==> src/rtl/mem_issue_queue_pkg.sv <==
// Shared micro-op types and default queue depth for the memory issue path.
// Pure type/constant package; no logic, latency or backpressure of its own.
package mem_issue_queue_pkg;

    localparam int MEM_IQ_DEPTH = 8;

    typedef enum logic [2:0] {
        FU_NONE   = 3'd0,
        FU_ALU    = 3'd1,
        FU_BRANCH = 3'd2,
        FU_MUL    = 3'd3,
        FU_MEM    = 3'd4
    } fu_code_t;

    typedef enum logic [1:0] {
        MEM_LD = 2'd0,
        MEM_ST = 2'd1
    } mem_type_t;

    typedef enum logic [1:0] {
        MEM_B = 2'd0,
        MEM_H = 2'd1,
        MEM_W = 2'd2
    } mem_size_t;

    typedef struct packed {
        logic      valid;
        fu_code_t  fu_code;
        mem_type_t mem_type;
        mem_size_t mem_size;
        logic [4:0]  rd;
        logic [31:0] pc;
    } micro_op_t;

endpackage

==> src/rtl/mem_iq_fifo.sv <==
// Generic circular FIFO; head_dat is combinational from storage, writes land one edge after push.
// No internal stall: push into full or pop from empty is ignored, caller gates with full/empty.
module mem_iq_fifo #(
    parameter int WIDTH = 8,
    parameter int DEPTH = 8,
    parameter int CNT_W = $clog2(DEPTH + 1)
) (
    input  logic             clock,
    input  logic             reset,
    input  logic             push,
    input  logic [WIDTH-1:0] push_dat,
    input  logic             pop,
    input  logic             clear,
    output logic [WIDTH-1:0] head_dat,
    output logic [CNT_W-1:0] count,
    output logic             full,
    output logic             empty
);

    localparam int PTR_W = $clog2(DEPTH);
    localparam logic [CNT_W-1:0] DEPTH_C = CNT_W'(DEPTH);

    logic [WIDTH-1:0] mem [DEPTH];
    logic [PTR_W-1:0] head;
    logic [PTR_W-1:0] tail;
    logic             push_ok;
    logic             pop_ok;

    assign full     = (count == DEPTH_C);
    assign empty    = (count == '0);
    assign push_ok  = push && !full;
    assign pop_ok   = pop && !empty;
    assign head_dat = mem[head];

    // Pointers are exactly log2(DEPTH) wide, so the increment wraps on its own.
    always_ff @(posedge clock or negedge reset) begin
        if (!reset) begin
            head  <= '0;
            tail  <= '0;
            count <= '0;
            for (int i = 0; i < DEPTH; i++) mem[i] <= '0;
        end else if (clear) begin
            head  <= '0;
            tail  <= '0;
            count <= '0;
        end else begin
            if (push_ok) begin
                mem[tail] <= push_dat;
                tail      <= tail + 1'b1;
            end
            if (pop_ok) head <= head + 1'b1;
            if (push_ok && !pop_ok)      count <= count + 1'b1;
            else if (pop_ok && !push_ok) count <= count - 1'b1;
        end
    end

endmodule

==> src/rtl/mem_issue_queue.sv <==
// In-order FU_MEM issue queue: 2-cycle dispatch-to-issue (1 with MEM_IQ_BYPASS_EN), min issue interval 2.
// in_ready drops only on registered full; issue stalls on ex_busy, flush drops everything.
module mem_issue_queue
    import mem_issue_queue_pkg::*;
#(
    parameter int DEPTH = MEM_IQ_DEPTH,
    localparam int CNT_W = $clog2(DEPTH + 1)
) (
    input  logic             clock,
    input  logic             reset,
    input  micro_op_t        uop_in,
    input  logic [31:0]      in1_in,
    input  logic [31:0]      in2_in,
    output logic             in_ready,
    input  logic             flush,
    input  logic             ex_busy,
    output micro_op_t        uop_out,
    output logic [31:0]      in1_out,
    output logic [31:0]      in2_out,
    output logic [CNT_W-1:0] count
);

    localparam int ENTRY_W = $bits(micro_op_t) + 64;

    logic               full;
    logic               empty;
    logic               issued_last;
    logic               push_req;
    logic               pop;
    logic               bypass;
    logic [ENTRY_W-1:0] head_dat;
    micro_op_t          head_uop;
    logic [31:0]        head_in1;
    logic [31:0]        head_in2;

    assign in_ready = !full;
    assign push_req = uop_in.valid && (uop_in.fu_code == FU_MEM) && in_ready && !flush;
    assign pop      = !empty && !ex_busy && !issued_last && !flush;
    assign {head_uop, head_in1, head_in2} = head_dat;

`ifdef MEM_IQ_BYPASS_EN
    // Empty queue and idle pipe: skip the buffer and issue straight from dispatch.
    assign bypass = push_req && empty && !ex_busy && !issued_last;
`else
    assign bypass = 1'b0;
`endif

    mem_iq_fifo #(
        .WIDTH (ENTRY_W),
        .DEPTH (DEPTH),
        .CNT_W (CNT_W)
    ) u_fifo (
        .clock    (clock),
        .reset    (reset),
        .push     (push_req && !bypass),
        .push_dat ({uop_in, in1_in, in2_in}),
        .pop      (pop),
        .clear    (flush),
        .head_dat (head_dat),
        .count    (count),
        .full     (full),
        .empty    (empty)
    );

    // issued_last forces a bubble: the pipe raises ex_busy one cycle after accepting.
    always_ff @(posedge clock or negedge reset) begin
        if (!reset) begin
            uop_out     <= '0;
            in1_out     <= '0;
            in2_out     <= '0;
            issued_last <= 1'b0;
        end else begin
            issued_last <= pop || bypass;
            if (pop) begin
                uop_out <= head_uop;
                in1_out <= head_in1;
                in2_out <= head_in2;
            end else if (bypass) begin
                uop_out <= uop_in;
                in1_out <= in1_in;
                in2_out <= in2_in;
            end else begin
                uop_out.valid <= 1'b0;
            end
        end
    end

endmodule

==> config.mk <==
export PLATFORM = sky130hd
export DESIGN_NAME = mem_issue_queue
export DESIGN_NICKNAME = d
export VERILOG_FILES = /design/src/rtl/mem_issue_queue_pkg.sv /design/src/rtl/mem_iq_fifo.sv /design/src/rtl/mem_issue_queue.sv
export SDC_FILE = /design/constraint.sdc
export NUM_CORES = 1
export LEC_CHECK = 0
export BUFFER_PORTS_ARGS = -buffer_cell sky130_fd_sc_hd__buf_2
export CAP_MARGIN = 20
export CORE_MARGIN = 8
export CORE_UTILIZATION = 50
export DETAILED_ROUTE_END_ITERATION = 8
export PLACE_DENSITY = 0.67
export SLEW_MARGIN = 20
export SYNTH_ARGS = -nofsm -noshare
export SYNTH_HDL_FRONTEND = slang
export SYNTH_SLANG_ARGS = --single-unit
==> constraint.sdc <==
create_clock -name clock -period 4.1 [get_ports clock]
set_clock_uncertainty 0.15 [all_clocks]
set_input_delay 0 -clock clock [delete_from_list [all_inputs] [get_ports clock]]
set_output_delay 0 -clock clock [all_outputs]
set_load 0.1 [all_outputs]
**After elaboration in Yosys (flattened, before gate mapping)**

Cells that the tools add are included.

- $lt $le $gt $ge: 3
- Equal/unequal tests: 2
- Add/sub/neg operators: 4
- Reductions and logical operators: 23
- Bitwise operators: 3
- Muxes and demuxes: 14

Operators by type and width:

| cell | number |
|---|---|
| bitwise mux 872 bit | 1 |
| binary-select mux 109 bit (select 3 bit) | 1 |
| demux 109 bit (select 3 bit) | 1 |
| 2-to-1 mux 109 bit | 3 |
| 2-to-1 mux 45 bit | 1 |
| 2-to-1 mux 3 bit | 4 |
| 2-to-1 mux 4 bit | 3 |
| logical AND 1 bit | 11 |
| >= comparator 4 bit (second input constant) | 2 |
| NOT 3 -> 4 bit | 2 |
| zero test 1 bit | 7 |
| adder 3 x 1 -> 3 bit (second input constant) | 2 |
| adder 4 x 1 -> 4 bit (second input constant) | 1 |
| == test 4 bit (second input constant) | 1 |
| zero test 4 bit | 1 |
| < comparator 4 x 1 -> 1 bit (second input constant) | 1 |
| nonzero test 2 bit | 2 |
| subtractor 4 x 1 -> 4 bit (second input constant) | 1 |
| == test 3 bit (second input constant) | 1 |
| nonzero test 3 bit | 1 |
| AND reduction 2 bit | 1 |
| NOT 1 bit | 1 |

- Logic and storage cells: 69
- Bits of input ports: 113
- Output and inout bits: 114
- Bits in registers: 992

**Longest topological paths before layout**

Gate-level depths: netlist of the first run.

- Depth in word-level cells: 10
- Depth in mapped cells: 12
- Gate-level depth less buffers: 8

**Hierarchy**

Synthesis of the first run repeated with hierarchy kept, for this count alone.

- Cells, all modules: 2,545
- Area total of the unflattened synthesis: 43,963.4 µm²

Modules (own cells, without submodules):

| module | sequential area each (µm²) | area an instance (µm²) | times used | cells each |
|---|---|---|---|---|
| mem_iq_fifo | 22,071.2 | 39,344.0 | 1 | 2,310 |
| mem_issue_queue | 2,752.6 | 4,619.4 | 1 | 235 |

**Worst setup path before layout of the first run**

No wires, ideal clock.

- Path type: register to register
- Start: register u_fifo.count[0]
- End: register u_fifo.count[3]
- Cell stages (with the launch flop): 12
- Setup time: 83 ps
- Data arrival time: 3,394 ps
- Data required time: 3,867 ps
- Period minus slack after synthesis: 3,627 ps
- Path slack: 473 ps
- Buffers on the path: 3
- Path through: dfrtp_1 or3_1 o211ai_1 buf_2 buf_2 buf_2 nand2_1 ha_1 nand3_1 a211o_1 or2_2 a31oi_1

- Word-level cells in the longest chain between the ends: 10
- Elaborated cells between the ends (all ways): 21
- Those cells by class: add/sub (2); eq/ne (1); mux (3); reduce/logical (15)

RTL lines:

| what | RTL line | source |
|---|---|---|
| from (decl) | mem_iq_fifo.sv:15 | `output logic [CNT_W-1:0] count,` |
| from (signal assigned) | mem_iq_fifo.sv:52 | `if (push_ok && !pop_ok) count <= count + 1'b1;` |
| from (signal assigned) | mem_iq_fifo.sv:53 | `else if (pop_ok && !push_ok) count <= count - 1'b1;` |
| zero test 4 bit | mem_iq_fifo.sv:30 | `assign empty = (count == '0);` |
| zero test 1 bit | mem_iq_fifo.sv:32, mem_issue_queue.sv:38 |  |
| logical AND 1 bit (3 in a row) | mem_issue_queue.sv:38 | `assign pop = !empty && !ex_busy && !issued_last && !flush;` |
| logical AND 1 bit | mem_iq_fifo.sv:32 | `assign pop_ok = pop && !empty;` |
| zero test 1 bit | mem_iq_fifo.sv:52 |  |
| logical AND 1 bit | mem_iq_fifo.sv:52 |  |
| 2-to-1 mux 4 bit | mem_iq_fifo.sv:52 |  |
| 2-to-1 mux 4 bit | mem_iq_fifo.sv:42 | `end else if (clear) begin` |

Parallel ways exist; a longest one is shown, timed or not. The select of a mux whose other input is x is not followed.
A chain may end at the register's enable or synchronous reset.

**Final worst setup path of the first run**

- Start: register u_fifo.count[0]
- End: register u_fifo.mem[374] (netlist name)

- Word-level cells in the longest chain between the ends: 6

RTL lines:

| what | RTL line | source |
|---|---|---|
| == test 4 bit * | mem_iq_fifo.sv:29 | `assign full = (count == DEPTH_C);` |
| zero test 1 bit * | mem_iq_fifo.sv:31, mem_issue_queue.sv:36 |  |
| logical AND 1 bit (2 in a row) | mem_issue_queue.sv:37 | `assign push_req = uop_in.valid && (uop_in.fu_code == FU_MEM) && in_ready && !flush;` |
| logical AND 1 bit * | mem_iq_fifo.sv:31 | `assign push_ok = push && !full;` |
| AND reduction 2 bit (no line) * | n/a |  |
| to (signal, indexed assignment) | mem_iq_fifo.sv:48 | `mem[tail] <= push_dat;` |
| to (decl) | mem_iq_fifo.sv:23 | `logic [WIDTH-1:0] mem [DEPTH];` |

Mark *: on every way between the ends. The rest lies on a longest branch, timed or not.

==> summary.txt, run 1 <==
Floorplan
  – Die area: 95,400 um2
  – Width of the die: 309 um
  – Die height: 309 um
  – Rows: 107
  – Initial core utilization: 50.4%
  – IO Count: 227
  – Core area: 85,100 um2

Global route
  – All-Layer GR Usage: 21.3%
  – Initial antenna violation count: 10
  – Largest net degree at the start of global routing: 219
  – Aggregate global routing overflow: 0
  – Global-route wire length before repair: 160,000 um
  – Vias in the first global route: 27,230

Synthesis
  – Netlist cell types: 43
  – Post-Synth Simple-Gate Area: 1.95%
  – Synthesized area per cell: 16.1 um2
  – Post-synth EDFFs: 0
  – Ranking of synthesized cells by area: dfrtp_1 58%, mux2_2 21%, mux4_2 11%, mux2i_1 2.6%, buf_2 1.4%
  – Xor and xnor area share after synthesis: 0.102%
  – Yosys Warn Count: 0
  – Synth Cell Area: 42,900 um2
  – #FFs+latches synth: 992
  – Syn nets: 2,777
  – Mux contribution to synthesized area: 36.3%
  – Predominant post-synthesis flop cell: dfrtp_1
  – Post-synthesis adder-cell area fraction: 0.163%
  – Synth Instances: 2,659
  – Sequential-to-total area share from yosys stat: 57.9%
  – Synth Area in Compound Gates: 1.46%
  – Largest family of logic cells by synthesized area: multiplexers
  – Area leader, netlist: dfrtp_1
  – Async S/R FF share, synth: 100%
  – Post-synth top area share: 57.9%
  – Commonest cells post-synth: 992 x dfrtp_1, 818 x mux2_2, 218 x mux4_2
  – Top-count cell post-synth: dfrtp_1

CTS
  – Clk Latency, worst-skew pair: 680 ps
  – CTS Sinks: 992
  – CTS root buf: clkbuf_16
  – CTS buffer count: 105
  – Post-cts resize count: 0
  – Setup bufs post-CTS: 0
  – Cts hold-fix bufs: 115
  – CTS tree: done
  – Clock slew at reported path FFs: 60 ps
  – Clock Tree Buf Depth: 3
  – Htree depth: 3

Critical path
  – Arr. time, crit path: 3800 ps
  – Required time worst endpoint: 4500 ps
  – Delay-heaviest family, CP: buffers and inverters
  – Start-to-end type of the worst setup path: flip-flop to flip-flop
  – CP bufs+invs: 2
  – CP endpoint kind: flip-flop
  – Most frequent CP cell: buf_4
  – Worst Path Max Fanout: 49
  – CP max stage cell: buf_4
  – Max stage delay on crit path: 810 ps
  – Startpoint types: flip-flop
  – Crit-path cells: nor4b_4, nor4_4, nand2_4, buf_4, buf_4, mux2_2

Timing
  – RSZ-0062 raised after global routing: false
  – Min Tclk post-route: 3400 ps
  – Final-report max-slew violation count: 0
  – FMAX: 294 MHz
  – Slew Limit Headroom: 23.4%
  – Final Hold Fails: 0
  – # setup viols final: 0
  – Fin crit share: 82.9%
  – Fin Setup TNS: 0 ps
  – Worst Tran Pin Value: 1150 ps

Routing
  – Final wirelength: 100,000 um
  – DRC Markers: 0
  – DR vias: 24,100
  – First-pass DRT Iterations: 5
  – Antenna-violating nets left: 0
  – WL per Instance: 23.7 um
  – 1st-iter DRT viols: 1,483
  – DR vias/cell: 5.70

Power
  – Sw frac: 34.3%
  – Sequential fraction of design power: 38.2%
  – Clock power share: 34.4%
  – Int Pwr: 19.3 mW
  – Sw power: 10.1 mW
  – Comb pwr share: 27.4%
  – Tot Pwr: 29.5 mW
  – Pleak: 24.1 nW
  – Pwr Density: 585 nW/um2
  – Maximum vdd drop: 0.000641 V

Status
  – Outcome: finished clean

Place
  – Post-DP HPWL: 59,500 um
  – Gpl congestion: 0.717
  – I/O Buffers: 226

Run
  – Max-cap violations: 0

Final layout
  – Layout area overhead: 17.4%
  – Final nets: 3,105
  – Share of cells above drive strength 1: 49.9%

Worst hold path
  – Worst min path class: input port to flip-flop
cell families after synthesis:
kind of cell,count (synthesis)
adders and majority gates,5
muxes,1172
DFF,992
xor gates and xnor gates,5
buffers and inverters,187
and+or+nand+nor,179
AOI/OAI and AO/OA,119
path summary, 6_finish.rpt:
path                       slack, ps                         from                     endpoint  cells after the start
max in group asynchronous       2480                        reset  u_fifo.mem[822]$_DFFE_PN0P_                      5
max reg2reg                      700  u_fifo.count[0]$_DFFE_PN0P_  u_fifo.mem[374]$_DFFE_PN0P_                      6
min reg2reg                      310  u_fifo.mem[543]$_DFFE_PN0P_  u_fifo.mem[543]$_DFFE_PN0P_                      1
min                               40                    in2_in[7]  u_fifo.mem[116]$_DFFE_PN0P_                      3
max                              700  u_fifo.count[0]$_DFFE_PN0P_  u_fifo.mem[374]$_DFFE_PN0P_                      6
min in group asynchronous        500                        reset  u_fifo.mem[647]$_DFFE_PN0P_                      4
placed cells by master, fill, tap and decap left out, drive strengths merged, types with 2 or more instances in the layout:
master / count
ha: 4
dfrtp: 992
o211ai: 2
and2: 10
xnor2: 5
mux2i: 112
buf: 288
or2: 7
clkbuf: 148
nor2: 11
nor4b: 2
mux4: 218
mux2: 842
clkinvlp: 5
nand2: 118
nor3: 3
and3: 2
o21ai: 108
bufinv: 16
diode: 7
nor4: 2
inv: 10
dlygate4sd3: 114
o211a: 2
nor2b: 8
clkinv: 23
nand3: 3
nand2b: 10
tightest hold or removal path: stages:
cell	delay, ps
dlygate4sd3_1	510
buf_2	170
mux2_2	160
final cells by class:
type                       instances  area, um2
multi-input combinational       1480      17200
inverter                           6       22.5
clock buffer                     148       3010
timing repair buffer             402       3070
fill                            6475      34800
sequential                       992      24800
tap                             1144       1430
clock inverter                    48        756
antenna                            7       17.5
metal layers:
metal	GRT usage [%]	vias up	part of all wire [%]
li1	-	10488	-
met1	28.3	12976	43
met2	36.2	464	51
met3	3.77	164	4.3
met4	6.23	8	2.3
met5	0	-	0.052
power groups by stage:
stage / Combinational (mW) / Sequential, mW / Clock (mW)
2_1_floorplan: 3.39 / 14.1 / 0
3_5_place_dp: 8.09 / 11.4 / 0
5_1_grt: 8.60 / 11.4 / 10.8
3_3_place_gp: 7.98 / 11.3 / 0
6_report: 8.07 / 11.3 / 10.1
4_1_cts: 8.23 / 11.3 / 10.4
metrics by stage:
step	instance area [um2]	util [%]	std cells	hold slack [ps]	setup WS, ps
6_report	50400	59.1	4227	38.7	700
4_1_cts	50300	59.1	4220	1.86	696
2_1_floorplan	42900	-	2659	-446	473
5_1_grt	50300	59.1	4224	38.8	562
3_5_place_dp	45400	53.3	3909	-52.5	704
3_3_place_gp	45400	53.3	3909	-53.5	800
registers in the layout (all words and copies together), names as in the netlist:
| register | count |
|---|---|
| u_fifo.mem | 872 |
| uop_out | 45 |
| in2_out | 32 |
| in1_out | 32 |
| u_fifo.tail | 3 |
| issued_last | 1 |
| u_fifo.head | 3 |
| u_fifo.count | 4 |
(Power assumes the default switching activity.)
==> run 2: changes to the inputs <==
Clock period 4.1 ns to 3.2 ns, I/O delays scaled along.
==> summary.txt, run 2 (synthesized netlist as in run 1, its figures left out) <==
Global route
  – Global-route wire length before repair: 160,000 um
  – Vias in the first global route: 27,219
  – All-Layer GR Usage: 21.2%
  – Aggregate global routing overflow: 0
  – Initial antenna violation count: 7
  – Largest net degree at the start of global routing: 107

CTS
  – CTS root buf: clkbuf_16
  – CTS tree: done
  – Clock slew at reported path FFs: 60 ps
  – CTS Sinks: 992
  – CTS buffer count: 106
  – Clock Tree Buf Depth: 3
  – Htree depth: 3
  – Clk Latency, worst-skew pair: 640 ps

Critical path
  – Arr. time, crit path: 3460 ps
  – Required time worst endpoint: 3620 ps
  – Crit-path cells: dlygate4sd3_1, buf_2, nand4bb_1, dlygate4sd3_1, nor3_2, nand2_1, ha_1, nand3_1, a211o_1, or2_2, a31oi_1
  – R2R Setup Slk: 330 ps
  – Startpoint types: input port
  – CP max stage cell: dlygate4sd3_1
  – CP endpoint kind: flip-flop
  – Worst Path Max Fanout: 8
  – Most frequent CP cell: dlygate4sd3_1
  – Max stage delay on crit path: 680 ps
  – Start-to-end type of the worst setup path: input port to flip-flop

Timing
  – Slew Limit Headroom: 56.2%
  – RSZ-0062 raised after global routing: false
  – Min Tclk post-route: 3040 ps
  – Final Hold Fails: 0
  – FMAX: 329 MHz
  – Fin Setup TNS: 0 ps
  – Hold slack: 64.3 ps
  – Fin crit share: 95.0%
  – Worst Tran Pin Value: 653 ps
  – # setup viols final: 0
  – Final-report max-slew violation count: 0

Final layout
  – Core Util, Final: 59.4%
  – Share of cells above drive strength 1: 50.6%
  – Largest Register: u_fifo.mem
  – Layout area overhead: 17.9%
  – Max reg flops: 872
  – Filler Cell Count: 6,482
  – Biggest regs: u_fifo.mem (872), uop_out (45)
  – Most frequent cells in the layout: 986 x dfrtp_1, 818 x mux2_2, 225 x buf_2
  – Design Area, Final: 50,600 um2
  – Commonest non-fill, non-tap cell in the layout: dfrtp_1
  – Final nets: 3,130

Routing
  – WL per Instance: 23.6 um
  – DRC Markers: 0
  – First-pass DRT Iterations: 5
  – DR vias: 24,070
  – Antenna-violating nets left: 0
  – Final wirelength: 99,900 um
  – DR vias/cell: 5.68
  – 1st-iter DRT viols: 1,160

Place
  – Post-DP HPWL: 59,500 um
  – I/O Buffers: 226
  – Post-DP Area: 45,900 um2
  – Gpl congestion: 0.781

Run
  – Max-cap violations: 0

Floorplan
  – Rows: 107
  – Die height: 309 um
  – IO Count: 227
  – Width of the die: 309 um
  – Initial core utilization: 50.4%
  – Core area: 85,100 um2
  – Die area: 95,400 um2

Status
  – Outcome: finished clean

Worst hold path
  – Worst min path class: input port to flip-flop

Power
  – Pwr Density: 736 nW/um2
  – Pleak: 24.2 nW
  – Maximum vdd drop: 0.000664 V
  – Tot Pwr: 37.2 mW
## run 2: per-stage QoR
step / worst slack, ps / cells
2_1_floorplan: 14.2 / 2659
3_3_place_gp: 463 / 3936
3_5_place_dp: 421 / 3936
4_1_cts: 252 / 4237
5_1_grt: 39.0 / 4240
6_report: 161 / 4241
## run 2: final cells by class
cell class	instances	area, um2	share of cell area (%)
inverters	6	22.5	0.0445
flip-flops and latches	992	24800	49.1
diodes	4	10.0	0.0198
clock buffers	148	3120	6.16
well taps	1144	1430	2.83
multi-input cells	1480	17200	34.1
repair buffers	426	3490	6.90
clock inverters	41	435	0.861
## run 2: path summary, 6_finish.rpt
check | startpoint | end | depth (start not counted)
max in group asynchronous | reset | u_fifo.mem[469]$_DFFE_PN0P_ | 3
worst max register to register | u_fifo.count[3]$_DFFE_PN0P_ | u_fifo.count[3]$_DFFE_PN0P_ | 8
worst min-delay path | in2_in[13] | u_fifo.mem[776]$_DFFE_PN0P_ | 3
worst min register to register | u_fifo.mem[326]$_DFFE_PN0P_ | u_fifo.mem[326]$_DFFE_PN0P_ | 1
min in group asynchronous | reset | uop_out[26]$_DFFE_PN0P_ | 3
worst max-delay path | uop_in[42] | u_fifo.count[3]$_DFFE_PN0P_ | 11
## run 2: power by group
part	internal [mW]	switching, mW
Clock	7.40	4.91
Combinational	3.39	7.05
Sequential	13.7	0.785
Total	24.5	12.8
## run 2: routing by layer
layer	global-route usage [%]	wire length, um	vias up
li1	-	-	10529
met1	27.8	42500	13004
met2	37.0	51800	386
met3	2.85	3260	147
met4	6.46	2350	4
met5	0	27	-
## run 2: critical path, delay by kind of cell
kind / cells / cell delay [ps]
compound gates: 2 / 440
fa+ha+maj: 1 / 350
buf+inv: 3 / 1330
simple gates: 5 / 1350
## run 2: repair_timing
action                    4_1_cts  5_1_grt
hold endpoints to repair     1849        0
gates resized for setup         0        0
buffers inserted                0        0
hold buffers                  112        0
==> run 3: changes to the inputs <==
Settings changed: ABC_AREA from default to 1, CTS_CLUSTER_SIZE from default to 8.
==> summary.txt, run 3 <==
Place
  – Post-DP HPWL: 64,800 um
  – Gpl congestion: 0.767
  – I/O Buffers: 226

Synthesis
  – #FFs+latches synth: 992
  – Async S/R FF share, synth: 100%
  – Predominant post-synthesis flop cell: dfrtp_1
  – Largest family of logic cells by synthesized area: compound AO/OA/AOI/OAI gates
  – Synthesized area per cell: 8.81 um2
  – Netlist cell types: 29
  – Synth Area in Compound Gates: 19.4%
  – Syn nets: 5,061
  – Xor and xnor area share after synthesis: 0.0201%
  – Synth Instances: 4,943
  – Post-Synth Simple-Gate Area: 17.1%
  – Post-synth top area share: 57.0%
  – Post-synth EDFFs: 0
  – Post-synthesis adder-cell area fraction: 0.161%
  – Top-count cell post-synth: nand2_1
  – Synth Cell Area: 43,600 um2
  – Ranking of synthesized cells by area: dfrtp_1 57%, nand2_1 9.7%, o21ai_0 8.0%, nor2_1 5.6%, o21ai_1 5.6%
  – Mux contribution to synthesized area: 0%
  – Commonest cells post-synth: 1,123 x nand2_1, 992 x dfrtp_1, 697 x o21ai_0
  – Sequential-to-total area share from yosys stat: 57.0%
  – Yosys Warn Count: 0
  – Area leader, netlist: dfrtp_1

Critical path
  – Required time worst endpoint: 3610 ps
  – R2R depth: 6
  – Startpoint types: input port
  – Start-to-end type of the worst setup path: input port to flip-flop
  – Most frequent CP cell: dlygate4sd3_1
  – Worst R2R Start: u_fifo.head[1]$_DFFE_PN0P_
  – Worst Path Max Fanout: 51
  – R2R Setup Slk: 450 ps
  – Critical R2R Capture: u_fifo.head[2]$_DFFE_PN0P_
  – CP endpoint kind: flip-flop
  – Crit-path cells: dlygate4sd3_1, buf_2, nor2_1, dlygate4sd3_1, nand2_1, dlygate4sd3_1, nor2_8, nand3_4, buf_12, nand2_1, o21ai_0
  – CP max stage cell: dlygate4sd3_1
  – Max stage delay on crit path: 620 ps
  – Arr. time, crit path: 3320 ps

Power
  – Pwr Density: 811 nW/um2
  – Sequential fraction of design power: 36.0%
  – Maximum vdd drop: 0.000855 V
  – Clock power share: 31.8%
  – Sw frac: 39.7%
  – Comb pwr share: 32.2%
  – Pleak: 24.1 nW
  – Int Pwr: 24.6 mW
  – Sw power: 16.2 mW

Worst hold path
  – Hold Path Sink: u_fifo.mem[279]$_DFFE_PN0P_
  – Min-Delay Startpoint: in1_in[29]
  – Hold Path Depth: 4
  – Worst min path class: input port to flip-flop

CTS
  – Clk Latency, worst-skew pair: 720 ps
  – Post-cts resize count: 0
  – Clock slew at reported path FFs: 50 ps
  – Cts hold-fix bufs: 133
  – CTS tree: done
  – Setup bufs post-CTS: 0
  – CTS buffer count: 142
  – CTS root buf: clkbuf_16
  – CTS Sinks: 992
  – Clock Tree Buf Depth: 3
  – Htree depth: 4

Floorplan
  – IO Count: 227
  – Core area: 86,600 um2
  – Die area: 96,800 um2
  – Width of the die: 311 um
  – Rows: 108
  – Die height: 311 um
  – Initial core utilization: 50.3%

Routing
  – DR vias/cell: 5.56
  – WL per Instance: 18.7 um
  – DR vias: 35,232
  – Final wirelength: 118,000 um
  – Antenna-violating nets left: 0
  – First-pass DRT Iterations: 5
  – 1st-iter DRT viols: 3,426
  – DRC Markers: 0

Final layout
  – Core Util, Final: 58.2%
  – Share of cells above drive strength 1: 11.6%
  – Most frequent cells in the layout: 1,123 x nand2_1, 989 x dfrtp_1, 697 x o21ai_0
  – Ant. Diodes: 0
  – Commonest non-fill, non-tap cell in the layout: nand2_1
  – Final nets: 5,283
  – Max reg flops: 872
  – Largest Register: u_fifo.mem
  – Biggest regs: u_fifo.mem (872), uop_out (45)
  – Layout area overhead: 15.6%

Timing
  – RSZ-0062 raised after global routing: false
  – Slew Limit Headroom: 39.2%
  – # setup viols final: 0
  – Min Tclk post-route: 2900 ps
  – FMAX: 344 MHz
  – Worst Tran Pin Value: 912 ps
  – Final Hold Fails: 0
  – Fin crit share: 90.7%
  – Fin Setup TNS: 0 ps
  – Final-report max-slew violation count: 0

Run
  – Max-cap violations: 0

Status
  – Outcome: finished clean

Global route
  – Initial antenna violation count: 0
  – Largest net degree at the start of global routing: 149
  – Vias in the first global route: 34,833
  – All-Layer GR Usage: 24.3%
  – Global-route wire length before repair: 193,000 um
  – Aggregate global routing overflow: 0
## run 3: changes by cell type after synthesis, sizes merged, moves of 118 or more
cell | previous run | this run
mux2 | 842 | 0
o211ai | 2 | 214
nor2 | 11 | 657
o21ai | 108 | 1281
inv | 6 | 152
mux4 | 218 | 0
nand3 | 3 | 121
nand2 | 118 | 1126
## run 3: logic make-up after synthesis
logic type / after synthesis
simple gates: 1908
compound gates: 1507
flops: 992
buf+inv: 530
fa+ha+maj: 5
xor+xnor: 1
## run 3: worst max-delay path by stage
stage | slack, ps | to | start
2_1_floorplan | 60 | u_fifo.count[1]$_DFFE_PN0P_ | u_fifo.count[3]$_DFFE_PN0P_
5_1_grt | 110 | u_fifo.count[3]$_DFFE_PN0P_ | uop_in[41]
3_3_place_gp | 800 | u_fifo.mem[827]$_DFFE_PN0P_ | u_fifo.tail[2]$_DFFE_PN0P_
4_1_cts | 370 | u_fifo.count[3]$_DFFE_PN0P_ | uop_in[41]
3_5_place_dp | 770 | u_fifo.mem[854]$_DFFE_PN0P_ | u_fifo.tail[2]$_DFFE_PN0P_
6_report | 300 | u_fifo.mem[854]$_DFFE_PN0P_ | uop_in[41]
## run 3: area by class of cell
cell class / count / area (um2)
flip-flops and latches: 992 / 24800
repair buffers: 456 / 3790
multi-input cells: 3421 / 16000
fillers: 7636 / 36200
clock buffers: 147 / 3590
well taps: 1155 / 1450
clock inverters: 9 / 93.8
inverters: 152 / 583
## run 3: per-stage QoR
stage	hold WS [ps]	worst slack [ps]	instance area (um2)	instances	total power, mW
after floorplan	-446	59.9	43600	4943	24.8
after global placement	-99.9	800	45300	6043	27.8
after detailed placement	-101	767	45300	6043	27.9
after CTS	1.74	369	50400	6332	41.2
after global routing	63.8	112	50400	6332	42.9
final	50.0	296	50400	6332	40.8
## run 3: power by group through the flow
| stage | combinational, mW | clock (mW) | sequential (mW) |
|---|---|---|---|
| floorplan | 5.13 | 0 | 19.7 |
| global placement | 13.0 | 0 | 14.8 |
| detailed placement | 13.1 | 0 | 14.9 |
| CTS | 13.2 | 13.3 | 14.7 |
| global route | 14.3 | 13.8 | 14.8 |
| finish | 13.2 | 13.0 | 14.7 |
## run 3: worst max-delay path: cells and delay by family
family | cells | cell delay, ps
AO/OA/AOI/OAI | 1 | 90
AND/OR/NAND/NOR | 5 | 900
buffers and inverters | 5 | 2250
## run 3: layer usage
layer	routed length, um	GRT usage (%)
met5	0	0
met4	2480	7.48
met3	7290	4.24
met2	53500	37.5
met1	54800	35.0
